[src/rtl/alu_issue_stage.sv]
// Two-entry skid buffer between decode and the ALU. Instructions are decoded
// when they are accepted, and the outputs always show the registered head entry.
module alu_issue_stage #(
   parameter int DATA_WIDTH    = 32,
   parameter int OPCODE_LENGTH = 4,
   parameter int PC_WIDTH      = 9
) (
   input  logic                     clk,
   input  logic                     reset,
   input  logic                     in_valid,
   output logic                     in_ready,
   input  logic [31:0]              in_instr,
   input  logic [PC_WIDTH-1:0]      in_pc,
   input  logic [DATA_WIDTH-1:0]    in_rs1_data,
   input  logic [DATA_WIDTH-1:0]    in_rs2_data,
   input  logic                     flush,
   input  logic                     ex_ready,
   output logic                     out_valid,
   output logic [OPCODE_LENGTH-1:0] out_operation,
   output logic [DATA_WIDTH-1:0]    out_srca,
   output logic [DATA_WIDTH-1:0]    out_srcb,
   output logic [PC_WIDTH-1:0]      out_pc,
   output logic [4:0]               out_rd,
   output logic                     out_is_branch,
   output logic                     out_illegal
);

   typedef enum logic [1:0] {EMPTY, ONE, TWO} occ_t;

   typedef struct packed {
      logic [OPCODE_LENGTH-1:0] op;
      logic [DATA_WIDTH-1:0]    srca;
      logic [DATA_WIDTH-1:0]    srcb;
      logic [PC_WIDTH-1:0]      pc;
      logic [4:0]               rd;
      logic                     isBranch;
      logic                     illegal;
   } entry_t;

   localparam logic [OPCODE_LENGTH-1:0] OP_AND = OPCODE_LENGTH'(4'b0000);
   localparam logic [OPCODE_LENGTH-1:0] OP_OR  = OPCODE_LENGTH'(4'b0001);
   localparam logic [OPCODE_LENGTH-1:0] OP_ADD = OPCODE_LENGTH'(4'b0010);
   localparam logic [OPCODE_LENGTH-1:0] OP_SUB = OPCODE_LENGTH'(4'b0011);
   localparam logic [OPCODE_LENGTH-1:0] OP_XOR = OPCODE_LENGTH'(4'b0100);
   localparam logic [OPCODE_LENGTH-1:0] OP_SLL = OPCODE_LENGTH'(4'b0101);
   localparam logic [OPCODE_LENGTH-1:0] OP_SRL = OPCODE_LENGTH'(4'b0110);
   localparam logic [OPCODE_LENGTH-1:0] OP_SRA = OPCODE_LENGTH'(4'b0111);
   localparam logic [OPCODE_LENGTH-1:0] OP_BEQ = OPCODE_LENGTH'(4'b1000);
   localparam logic [OPCODE_LENGTH-1:0] OP_SLT = OPCODE_LENGTH'(4'b1001);
   localparam logic [OPCODE_LENGTH-1:0] OP_BGE = OPCODE_LENGTH'(4'b1010);
   localparam logic [OPCODE_LENGTH-1:0] OP_BLT = OPCODE_LENGTH'(4'b1011);
   localparam logic [OPCODE_LENGTH-1:0] OP_BNE = OPCODE_LENGTH'(4'b1100);
   localparam logic [OPCODE_LENGTH-1:0] OP_JMP = OPCODE_LENGTH'(4'b1101);
   localparam logic [OPCODE_LENGTH-1:0] OP_ILL = OPCODE_LENGTH'(4'b1111);

   localparam entry_t RESET_ENTRY = '{op: OP_ILL, default: '0};

   occ_t   stateQ, stateD;
   entry_t headQ, headD;
   entry_t tailQ, tailD;
   entry_t decEntry;

   logic                  accept;
   logic                  pop;
   logic [2:0]            funct3;
   logic [DATA_WIDTH-1:0] immI, immS, immU, shamt;

   assign funct3 = in_instr[14:12];
   assign immI   = {{(DATA_WIDTH-12){in_instr[31]}}, in_instr[31:20]};
   assign immS   = {{(DATA_WIDTH-12){in_instr[31]}}, in_instr[31:25], in_instr[11:7]};
   assign immU   = DATA_WIDTH'({in_instr[31:12], 12'b0});
   assign shamt  = {{(DATA_WIDTH-5){1'b0}}, in_instr[24:20]};

   // Decode the offered instruction; anything unsupported collapses to an
   // illegal entry with zero operands so the ALU never sees stale data.
   always_comb begin
      decEntry          = '0;
      decEntry.op       = OP_ILL;
      decEntry.pc       = in_pc;
      decEntry.rd       = in_instr[11:7];
      decEntry.srca     = in_rs1_data;
      unique case (in_instr[6:0])
         7'b0110011, 7'b0010011: begin
            if (in_instr[5]) begin
               decEntry.srcb = in_rs2_data;
            end else if (funct3 == 3'b001 || funct3 == 3'b101) begin
               decEntry.srcb = shamt;
            end else begin
               decEntry.srcb = immI;
            end
            case (funct3)
               3'b000:  decEntry.op = (in_instr[5] && in_instr[30]) ? OP_SUB : OP_ADD;
               3'b001:  decEntry.op = OP_SLL;
               3'b010:  decEntry.op = OP_SLT;
               3'b100:  decEntry.op = OP_XOR;
               3'b101:  decEntry.op = in_instr[30] ? OP_SRA : OP_SRL;
               3'b110:  decEntry.op = OP_OR;
               3'b111:  decEntry.op = OP_AND;
               default: decEntry.illegal = 1'b1;
            endcase
         end
         7'b0000011: begin
            decEntry.op   = OP_ADD;
            decEntry.srcb = immI;
         end
         7'b0100011: begin
            decEntry.op   = OP_ADD;
            decEntry.srcb = immS;
         end
         7'b1100011: begin
            decEntry.srcb     = in_rs2_data;
            decEntry.isBranch = 1'b1;
            case (funct3)
               3'b000:  decEntry.op = OP_BEQ;
               3'b001:  decEntry.op = OP_BNE;
               3'b100:  decEntry.op = OP_BLT;
               3'b101:  decEntry.op = OP_BGE;
               default: decEntry.illegal = 1'b1;
            endcase
         end
         7'b1101111, 7'b1100111: begin
            decEntry.op = OP_JMP;
         end
         7'b0110111: begin
            decEntry.op   = OP_ADD;
            decEntry.srca = '0;
            decEntry.srcb = immU;
         end
         default: decEntry.illegal = 1'b1;
      endcase
      if (decEntry.illegal) begin
         decEntry.op       = OP_ILL;
         decEntry.srca     = '0;
         decEntry.srcb     = '0;
         decEntry.isBranch = 1'b0;
      end
   end

   assign in_ready  = (stateQ != TWO);
   assign out_valid = (stateQ != EMPTY);
   assign accept    = in_valid && in_ready;
   assign pop       = out_valid && ex_ready;

   // Occupancy FSM: the head always holds the oldest entry, the tail only
   // fills when the ALU stalls with one entry already waiting.
   always_comb begin
      stateD = stateQ;
      headD  = headQ;
      tailD  = tailQ;
      if (flush) begin
         stateD = EMPTY;
      end else begin
         case (stateQ)
            EMPTY: if (accept) begin
               headD  = decEntry;
               stateD = ONE;
            end
            ONE: begin
               if (accept && pop) begin
                  headD = decEntry;
               end else if (accept) begin
                  tailD  = decEntry;
                  stateD = TWO;
               end else if (pop) begin
                  stateD = EMPTY;
               end
            end
            TWO: if (pop) begin
               headD  = tailQ;
               stateD = ONE;
            end
            default: stateD = EMPTY;
         endcase
      end
   end

   always_ff @(posedge clk or posedge reset) begin
      if (reset) begin
         stateQ <= EMPTY;
         headQ  <= RESET_ENTRY;
         tailQ  <= RESET_ENTRY;
      end else begin
         stateQ <= stateD;
         headQ  <= headD;
         tailQ  <= tailD;
      end
   end

   assign out_operation = headQ.op;
   assign out_srca      = headQ.srca;
   assign out_srcb      = headQ.srcb;
   assign out_pc        = headQ.pc;
   assign out_rd        = headQ.rd;
   assign out_is_branch = headQ.isBranch;
   assign out_illegal   = headQ.illegal;

endmodule

[config.mk]
export PLATFORM = sky130hd
export DESIGN_NAME = alu_issue_stage
export DESIGN_NICKNAME = d
export VERILOG_FILES = /design/src/rtl/alu_issue_stage.sv
export SDC_FILE = /design/constraint.sdc
export NUM_CORES = 1
export LEC_CHECK = 0
export BUFFER_PORTS_ARGS = -buffer_cell sky130_fd_sc_hd__buf_2
export CAP_MARGIN = 20
export CORE_MARGIN = 1.5
export CORE_UTILIZATION = 60
export CTS_BUF_LIST = sky130_fd_sc_hd__clkbuf_8
export DETAILED_ROUTE_END_ITERATION = 10
export PLACE_DENSITY = 0.87
export SETUP_SLACK_MARGIN = 0.05
export SLEW_MARGIN = 20
export SYNTH_ARGS = -nofsm -noshare
export SYNTH_HDL_FRONTEND = slang
export SYNTH_SLANG_ARGS = --single-unit
[constraint.sdc]
create_clock -name clk -period 8.3 [get_ports clk]
set_input_delay 1.245 -clock clk [delete_from_list [all_inputs] [get_ports clk]]
set_output_delay 1.245 -clock clk [all_outputs]
set_load 0.01 [all_outputs]
# Word level (Yosys, flattened, before mapping)
# Cells that the tools add are included.
[word_totals] elab_cells=85 input_bits=110 output_inout_bits=86 regBits=170
[classes] mux=26 reduce_logical=18 eq_ne=24 n_bitwise=2
[op_table] operator="$mux W84" count=3
[op_table] operator="$pmux W84 S3" count=1
[op_table] operator="$pmux W32 S5" count=1
[op_table] operator="$mux W32" count=3
[op_table] operator="$mux W68" count=1
[op_table] operator="$pmux W4 S7" count=1
[op_table] operator="$eq A7 B6 Y1 const B" count=3
[op_table] operator="$eq A7 B7 Y1 const B" count=3
[op_table] operator="$pmux W4 S4" count=1
[op_table] operator="$eq A3 B3 Y1 const B" count=4
[op_table] operator="$mux W2" count=6
[op_table] operator="$pmux W3 S4" count=1
[op_table] operator="$ne A3 B3 Y1 const B" count=3
[op_table] operator="$ne A2 B2 Y1 const B" count=4
[op_table] operator="$reduce_and A4 Y1" count=2
[op_table] operator="$eq A7 B2 Y1 const B" count=1
[op_table] operator="$eq A7 B5 Y1 const B" count=1
[op_table] operator="$reduce_or A7 Y1" count=1
[op_table] operator="$mux W1" count=6
[op_table] operator="$pmux W2 S3" count=1
[op_table] operator="$reduce_and A5 Y1" count=1
[op_table] operator="$reduce_or A5 Y1" count=1
[op_table] operator="$logic_and A1 B1 Y1" count=4
[op_table] operator="$ne A4 B4 Y1 const B" count=1
[op_table] operator="14 further kinds" count=16

# Longest topological paths before layout
# Gate-level depths: netlist of the first run.
[logic_depth] ltp_word=8 depth_mapped=8 depth_no_buf=5

# Worst setup path before layout of the first run
# Ideal clock, no wire load.
[synth_path] path_type="input port to flip-flop" startpoint="input in_instr[2]" endpoint="register headQ (netlist bit out_operation[0])" cell_stages=8 n_path_buf=3 required_ns=8.219 setup_ns=0.081 slack_ns=5.568 arrival_time_ns=2.652 path_cell_list="buf_2 nand4bb_1 buf_2 a21oi_2 o22ai_1 or3_1 buf_6 o221a_1"
[synth_via] elab_chain_cells=6 word_cells_on_any_way=18 classes_between="eq/ne (8); mux (6); reduce/logical (4)"
[synth_lines] item="start, declared" line="12" text="input logic [31:0] in_instr,"
[synth_lines] item="$eq A7 B6 Y1 (tied with other cells)" line="82" text="unique case (in_instr[6:0])"
[synth_lines] item="$reduce_or A5 Y1 (no source line) (tied with other cells)"
[synth_lines] item="$pmux W1 S3 or $pmux W4 S4 (tied branches)" line="82"
[synth_lines] item="$mux W68 (*)" line="131" text="if (decEntry.illegal) begin"
[synth_lines] item="$mux W84 (on tied branches)" line="159, 154"
[synth_lines] item="$pmux W84 S3 (*)" line="153" text="case (stateQ)"
[synth_lines] item="end signal, assigned" line="180" text="headQ <= RESET_ENTRY;"
[synth_lines] item="end signal, assigned" line="184" text="headQ <= headD;"
[synth_lines] item="end, declared" line="59" text="entry_t headQ, headD;"
# Mark *: on every way between the ends. The rest lies on a longest branch, timed or not. The select of a mux whose other input is x is not followed.
# A chain may end at the register's enable or synchronous reset.

# Worst setup path after layout of the first run
[layout_path] startpoint="input in_instr[6]" endpoint="register headQ (netlist bit out_srcb[19])"
[layout_via] elab_chain_cells=6 word_cells_on_any_way=16 classes_between="eq/ne (8); mux (6); reduce/logical (2)"
[layout_lines] item="$eq A7 B6 Y1 (tied with other cells)" line="82"
[layout_lines] item="$reduce_or A5 Y1 (no source line) or $reduce_or A2 Y1 (tied branches)"
[layout_lines] item="$pmux W1 S3 or $pmux W32 S5 (tied branches)" line="82"
[layout_lines] item="$mux W68 (*)" line="131"
[layout_lines] item="$mux W84 (on tied branches)" line="159, 154"
[layout_lines] item="$pmux W84 S3 (*)" line="153"
# Marked as above.

==> run_results.csv, run 1 <==
group,metric,value,unit
status,status,"finished, final reports clean",
synthesis,synth_fp_nets,1065,
sta,relSlewSlack,31.3,%
drt,ant_nets,0,
worst_setup_path,worst_ep_arrival_time,4.17,ns
clocking,cts_tree,"yes",
sta,rsz0062_at_grt,"false",
clocking,cts.htree.levels,4,
worst_setup_path,cp.required,8.67,ns
sta,skew,0.0143,ns
synthesis,synth_cells,955,
sta,worst_pin_slew,1.03,ns
power_and_ir_drop,peakVddDrop,0.0970,mV
placed_design,gp_congestion,0.903,
worst_setup_path,crit_path_frequent_cell,"o22ai_1",
layout,area_growth,16.8,%
drt,drc,0,
worst_setup_path,r2r_slack,5.24,ns
run,cap_violations,0,
drt,vias,7868,
floorplanning,die-area,14500,um2
drt,drt-total-wl,22.6,mm
worst_hold_path,worstHoldStart,"tailQ[20]$_DFFE_PP0P_",
layout,antennaDiodeCount,0,
worst_setup_path,r2r_cells,5,
global_routing,grt_pass1_wl,37.0,mm
power_and_ir_drop,p_leak,4.53,nW
synthesis,synth_seq_cells,170,
global_routing,grtUsageTotal,32.1,%
synthesis,yosys_warnings,0,
clocking,clock_path_buffers,2,
clocking,cts_root_buffer,"clkbuf_8",
sta,tns,0,ns
sta,maxSlewViolCount,0,
placed_design,numPortBuffers,195,
worst_setup_path,worst-path-max-fanout,42,
drt,drtIter0Drc,924,
clocking,post_cts_buffers,0,
worst_hold_path,holdPathEnd,"tailQ[20]$_DFFE_PP0P_",
clocking,cts_buffers,17,
synthesis,synth-edff-count,0,
global_routing,grt_overflow,0,
worst_setup_path,worstReg2RegEnd,"tailQ[46]$_DFFE_PP0P_",
clocking,cts_hold_buffers,0,
power_and_ir_drop,p_per_area,213,nW/um2
floorplanning,dieWidth,120,um
floorplanning,die_h,120,um
placed_design,pre_cts_slack,4.10,ns
synthesis,synth_area,8260,um2
worst_hold_path,hold_path_depth,2,
global_routing,grt_max_degree,102,
placed_design,dp_hpwl,14.1,mm
layout,drive_gt1_share,23.0,%
synthesis,synth_cell_types,55,
sta,fin_crit,3.80,ns
worst_setup_path,crit_type,"input pin to flip-flop",
sta,layout_setup_ws,4.50,ns
synthesis,synth_area_per_cell,8.65,um2
sta,timing.final.hold_violations,0,
drt,drt_pass1_iterations,6,
synthesis,seq_area_frac_synth,51.6,%
layout,nets,1200,
worst_hold_path,hold_class,"flip-flop to flip-flop",
sta,timing.fmax,263,MHz
floorplanning,num_rows,42,
floorplanning,ios,196,
clocking,clock_latency,0.46,ns
drt,via_per_inst,6.15,
clocking,cts_resized,0,
global_routing,antenna_found_initial,0,
sta,finalCritPeriodShare,45.8,%
worst_setup_path,path_cells,"buf_2 > nor2b_1 > and4_1 > o22ai_1 > or3_1 > o22ai_1",
synthesis,yosys_most_used_dff,"dfrtp_1",
floorplanning,core_area,13300,um2
sta,setup_viol,0,
clocking,cts.sinks,170,
synthesis,async_flop_share,100,%
worst_setup_path,cpPeakStageDelay,0.84,ns
floorplanning,start_util,61.9,%
clocking,cts.clk_slew.worst_paths,0.09,ns
drt,wire_per_inst,17.7,um
worst_setup_path,reg2reg_from,"stateQ[1]$_DFFE_PP0P_",
worst_setup_path,cp-start-kind,"input pin",
worst_setup_path,worst_setup_path_end_kind,"flip-flop",
worst_setup_path,cpMaxStageDelayCell,"and4_1",
global_routing,grt_pass1_vias,7464,
-- how the worst max path moves through the flow --
| stage | start | to | slack [ns] | cells past startpoint |
|---|---|---|---|---|
| CTS | in_instr[6] | out_operation[0]$_DFFE_PP1P_ | 4.59 | 6 |
| finish | in_instr[6] | out_srcb[19]$_DFFE_PP0P_ | 4.50 | 6 |
| detailed placement | in_instr[6] | out_operation[0]$_DFFE_PP1P_ | 4.10 | 6 |
| floorplan | reset | out_illegal$_DFFE_PP0P_ | 2.46 | 1 |
| global route | in_instr[6] | out_srcb[19]$_DFFE_PP0P_ | 4.29 | 6 |
| global placement | in_instr[6] | out_operation[0]$_DFFE_PP1P_ | 4.17 | 6 |
-- where the power goes --
group          internal [mW]  total (mW)  switching, mW  leakage, nW
Clock                  0.360       0.664          0.304        0.230
Combinational          0.155       0.389          0.235         2.14
Sequential             0.937       0.997         0.0603         2.16
-- synthesized netlist by cell type, types with 3 or more instances --
cell / count / share of area [%]
nand2_1: 207 / 9.4
dfrtp_1: 162 / 49
a21oi_1: 113 / 6.8
nor2_1: 88 / 4.0
clkbuf_1: 58 / 2.6
o22ai_1: 55 / 4.2
o31ai_1: 46 / 4.2
nand3_1: 29 / 1.8
o21ai_0: 23 / 1.4
buf_2: 20 / 1.2
a211oi_1: 19 / 1.7
a31oi_1: 16 / 1.2
nand2b_1: 12 / 0.91
dfstp_2: 8 / 2.5
o21a_1: 8 / 0.73
buf_1: 7 / 0.32
mux2i_1: 7 / 0.85
a22oi_1: 6 / 0.55
o21ai_1: 6 / 0.36
o221ai_1: 6 / 0.64
inv_1: 5 / 0.23
nor3_1: 5 / 0.30
nor2b_1: 4 / 0.30
and3_1: 3 / 0.23
o22a_1: 3 / 0.32
or3_1: 3 / 0.23
-- critical path: cells and delay by family --
family,cells,cell delay [ns]
AND/OR/NAND/NOR,3,1.96
AO/OA/AOI/OAI,2,0.57
buffers and inverters,1,0.36
-- cells in the final DEF (no fill, tap or decap), drive strengths merged, types with 8 or more instances in the layout --
master and instances:
a31oi 16, o22ai 55, a211oi 19, nand2 207
nand2b 12, buf 204, nor2 88, a21oi 114
o21ai 31, o21a 8, nand3 29, clkbuf 21
o31ai 46, dfstp 8, dfrtp 162
-- flip-flops by register name, summed over array words and instances, names as in the netlist --
name	count
stateQ	2
out_illegal	1
out_srca	32
out_pc	9
out_operation	4
out_rd	5
out_is_branch	1
tailQ	84
out_srcb	32
-- layer usage --
metal / track usage (%) / wire length (um)
met4: 12.4 / 478
met3: 5.75 / 1970
met2: 49.2 / 10600
met1: 46.1 / 9630
met5: 0 / 0
-- stage by stage --
step | hold WS, ns | area (um2) | std cells | power (mW) | utilization [%]
after CTS | 0.479 | 9650 | 1279 | 2.06 | 72.3
after detailed placement | 0.460 | 9190 | 1247 | 1.40 | 68.9
after global routing | 0.505 | 9650 | 1279 | 2.14 | 72.3
final | 0.477 | 9650 | 1279 | 2.05 | 72.3
after global placement | 0.449 | 9190 | 1247 | 1.38 | 68.9
after floorplan | 0.439 | 8260 | 955 | 1.23 | -
-- logic make-up (layout without fill, tap and decap cells) --
logic type      count (synthesis)  count (layout)  synth area share, %
xor+xnor                        2               2                0.212
compound gates                318             318                 24.1
buf+inv                        93             241                 4.71
mux                             7               7                0.849
simple gates                  365             365                 18.5
flops                         170             170                 51.6
-- area by class of cell --
class	count	area, um2
clock buffer	21	289
inverter	5	23.8
fill	1069	3700
multi-input combinational	692	3640
sequential	170	4260
timing repair buffer	204	1040
clock inverter	11	166
tap	176	220
Note: power is estimated with default switching activity, not from simulation.
==> inputs of run 2 (changes only) <==
Settings changed: CORE_UTILIZATION 60 to 56, PLACE_DENSITY 0.87 to 0.82.
Clock period 8.3 ns to 3.65 ns, I/O delays scaled along.
==> run_results.csv, run 2 (synthesized netlist as in run 1, its figures left out) <==
group,metric,value,unit
status,status,"finished, final reports clean",
power_and_ir_drop,switching_share,31.0,%
worst_setup_path,cpMaxStageDelayCell,"dfrtp_1",
worst_setup_path,crit_type,"flip-flop to primary output",
sta,fin_crit,2.68,ns
global_routing,grt_pass1_wl,37.7,mm
clocking,cts_hold_buffers,0,
sta,skew,0.0109,ns
global_routing,antenna_found_initial,0,
drt,top_layer,"met4",
drt,drt-total-wl,22.7,mm
worst_setup_path,worst_setup_path_end_kind,"primary output",
clocking,cts.htree.levels,4,
power_and_ir_drop,power_frac_seq,48.7,%
clocking,clock_path_buffers,2,
global_routing,grt_pass1_vias,7357,
drt,route.met3.wl,1.71,mm
floorplanning,core_area,14500,um2
floorplanning,dieWidth,124,um
drt,vias,7806,
worst_hold_path,hold_class,"input pin to asynchronous set/reset pin",
worst_setup_path,cp_top_family,"buffers and inverters",
power_and_ir_drop,peakVddDrop,0.246,mV
layout,top_register,"tailQ",
clocking,cts.clk_slew.worst_paths,0.09,ns
drt,drt_pass1_iterations,6,
sta,setup_viol,0,
worst_setup_path,worst_ep_arrival_time,2.13,ns
power_and_ir_drop,p_clk_share,31.9,%
drt,route.met2.wl,10.5,mm
sta,timing.fmax,373,MHz
layout,area_growth,18.0,%
drt,ant_nets,0,
sta,layout_setup_ws,0.972,ns
floorplanning,die-area,15500,um2
sta,maxSlewViolCount,0,
sta,holdWs,0.0587,ns
clocking,cts_resized,0,
sta,tns,0,ns
power_and_ir_drop,intPower,3.20,mW
layout,largest_reg_flops,84,
power_and_ir_drop,p_per_area,475,nW/um2
worst_setup_path,cp.required,3.10,ns
layout,nets,1210,
power_and_ir_drop,power_switching,1.44,mW
clocking,cts_buffers,17,
floorplanning,die_h,124,um
layout,drive_gt1_share,23.8,%
floorplanning,ios,196,
floorplanning,start_util,57.0,%
power_and_ir_drop,p_leak,4.57,nW
floorplanning,num_rows,44,
drt,drc,0,
worst_setup_path,crit_buf_inv,3,
drt,wl_met1,10.1,mm
worst_setup_path,worst-path-max-fanout,20,
clocking,cts_root_buffer,"clkbuf_8",
drt,via_per_inst,6.02,
placed_design,numPortBuffers,195,
sta,worst_pin_slew,0.985,ns
layout,final_common_cell,"nand2_1",
layout,fillCellCount,1214,
sta,timing.final.hold_violations,0,
drt,wire_per_inst,17.5,um
clocking,post_cts_buffers,0,
power_and_ir_drop,p_comb_share,19.4,%
sta,rsz0062_at_grt,"false",
layout,final_cell_mix,"207 x nand2_1, 195 x buf_2, 162 x dfrtp_1, 113 x a21oi_1, 88 x nor2_1",
sta,relSlewSlack,34.4,%
sta,finalCritPeriodShare,73.4,%
worst_setup_path,path_cells,"nor2b_4 > inv_1 > buf_4 > buf_2",
global_routing,grt_max_degree,96,
placed_design,dp_hpwl,15.0,mm
worst_setup_path,cp-start-kind,"flip-flop",
power_and_ir_drop,power,4.63,mW
drt,drtIter0Drc,866,
clocking,clock_latency,0.47,ns
global_routing,grtUsageTotal,30.0,%
clocking,cts.sinks,170,
placed_design,pre_cts_slack,0.922,ns
clocking,cts_tree,"yes",
worst_setup_path,cpPeakStageDelay,0.50,ns
run,cap_violations,0,
placed_design,gp_congestion,0.897,
layout,antennaDiodeCount,0,
global_routing,grt_overflow,0,
==> run 2: cell types whose count changed in the layout (fill, tap and decap cells not counted), sizes merged <==
cell    delta
buf       +10
bufinv     -1
clkbuf     -4
clkinv     +1
inv        +4
==> run 2: worst paths after layout <==
| kind | to | cells past startpoint | slack (ns) | start |
|---|---|---|---|---|
| setup / recovery | in_ready | 4 | 0.97 | stateQ[0]$_DFFE_PP0P_ |
| setup reg to reg | out_srcb[27]$_DFFE_PP0P_ | 4 | 1.47 | stateQ[1]$_DFFE_PP0P_ |
| max in group asynchronous | out_operation[3]$_DFFE_PP1P_ | 3 | 2.78 | reset |
| hold reg to reg | tailQ[17]$_DFFE_PP0P_ | 2 | 0.47 | tailQ[17]$_DFFE_PP0P_ |
| hold / removal | out_pc[8]$_DFFE_PP0P_ | 2 | 0.06 | reset |
| min in group clk | tailQ[10]$_DFFE_PP0P_ | 3 | 0.29 | in_pc[3] |
==> run 2: routing by layer <==
layer	global-route usage [%]	vias to the layer above
met5	0	-
met4	9.87	0
met3	5.03	28
met2	45.6	348
met1	44.2	3767
li1	-	3663
==> run 2: power by group through the flow <==
stage	clock network [mW]	logic (mW)	registers (mW)
4_1_cts	1.48	0.901	2.26
6_report	1.48	0.899	2.26
2_1_floorplan	0	0.444	2.36
3_3_place_gp	0	0.877	2.29
5_1_grt	1.57	0.996	2.29
3_5_place_dp	0	0.900	2.29
==> run 2: stage by stage <==
stage               instances  utilization (%)  instance area, um2
finish                   1297             67.3                9750
global route             1297             67.3                9750
CTS                      1297             67.3                9750
detailed placement       1265             64.3                9310
global placement         1265             64.3                9310
floorplan                 955                -                8260
==> run 2: area by class of cell <==
cell class / count / area (um2) / share of cell area [%]
clock buffer: 17 / 234 / 2.40
clock inverter: 15 / 206 / 2.12
inverter: 5 / 22.5 / 0.231
multi-input combinational: 692 / 3630 / 37.3
sequential: 170 / 4260 / 43.7
tap: 184 / 230 / 2.36
timing repair buffer: 214 / 1160 / 11.9
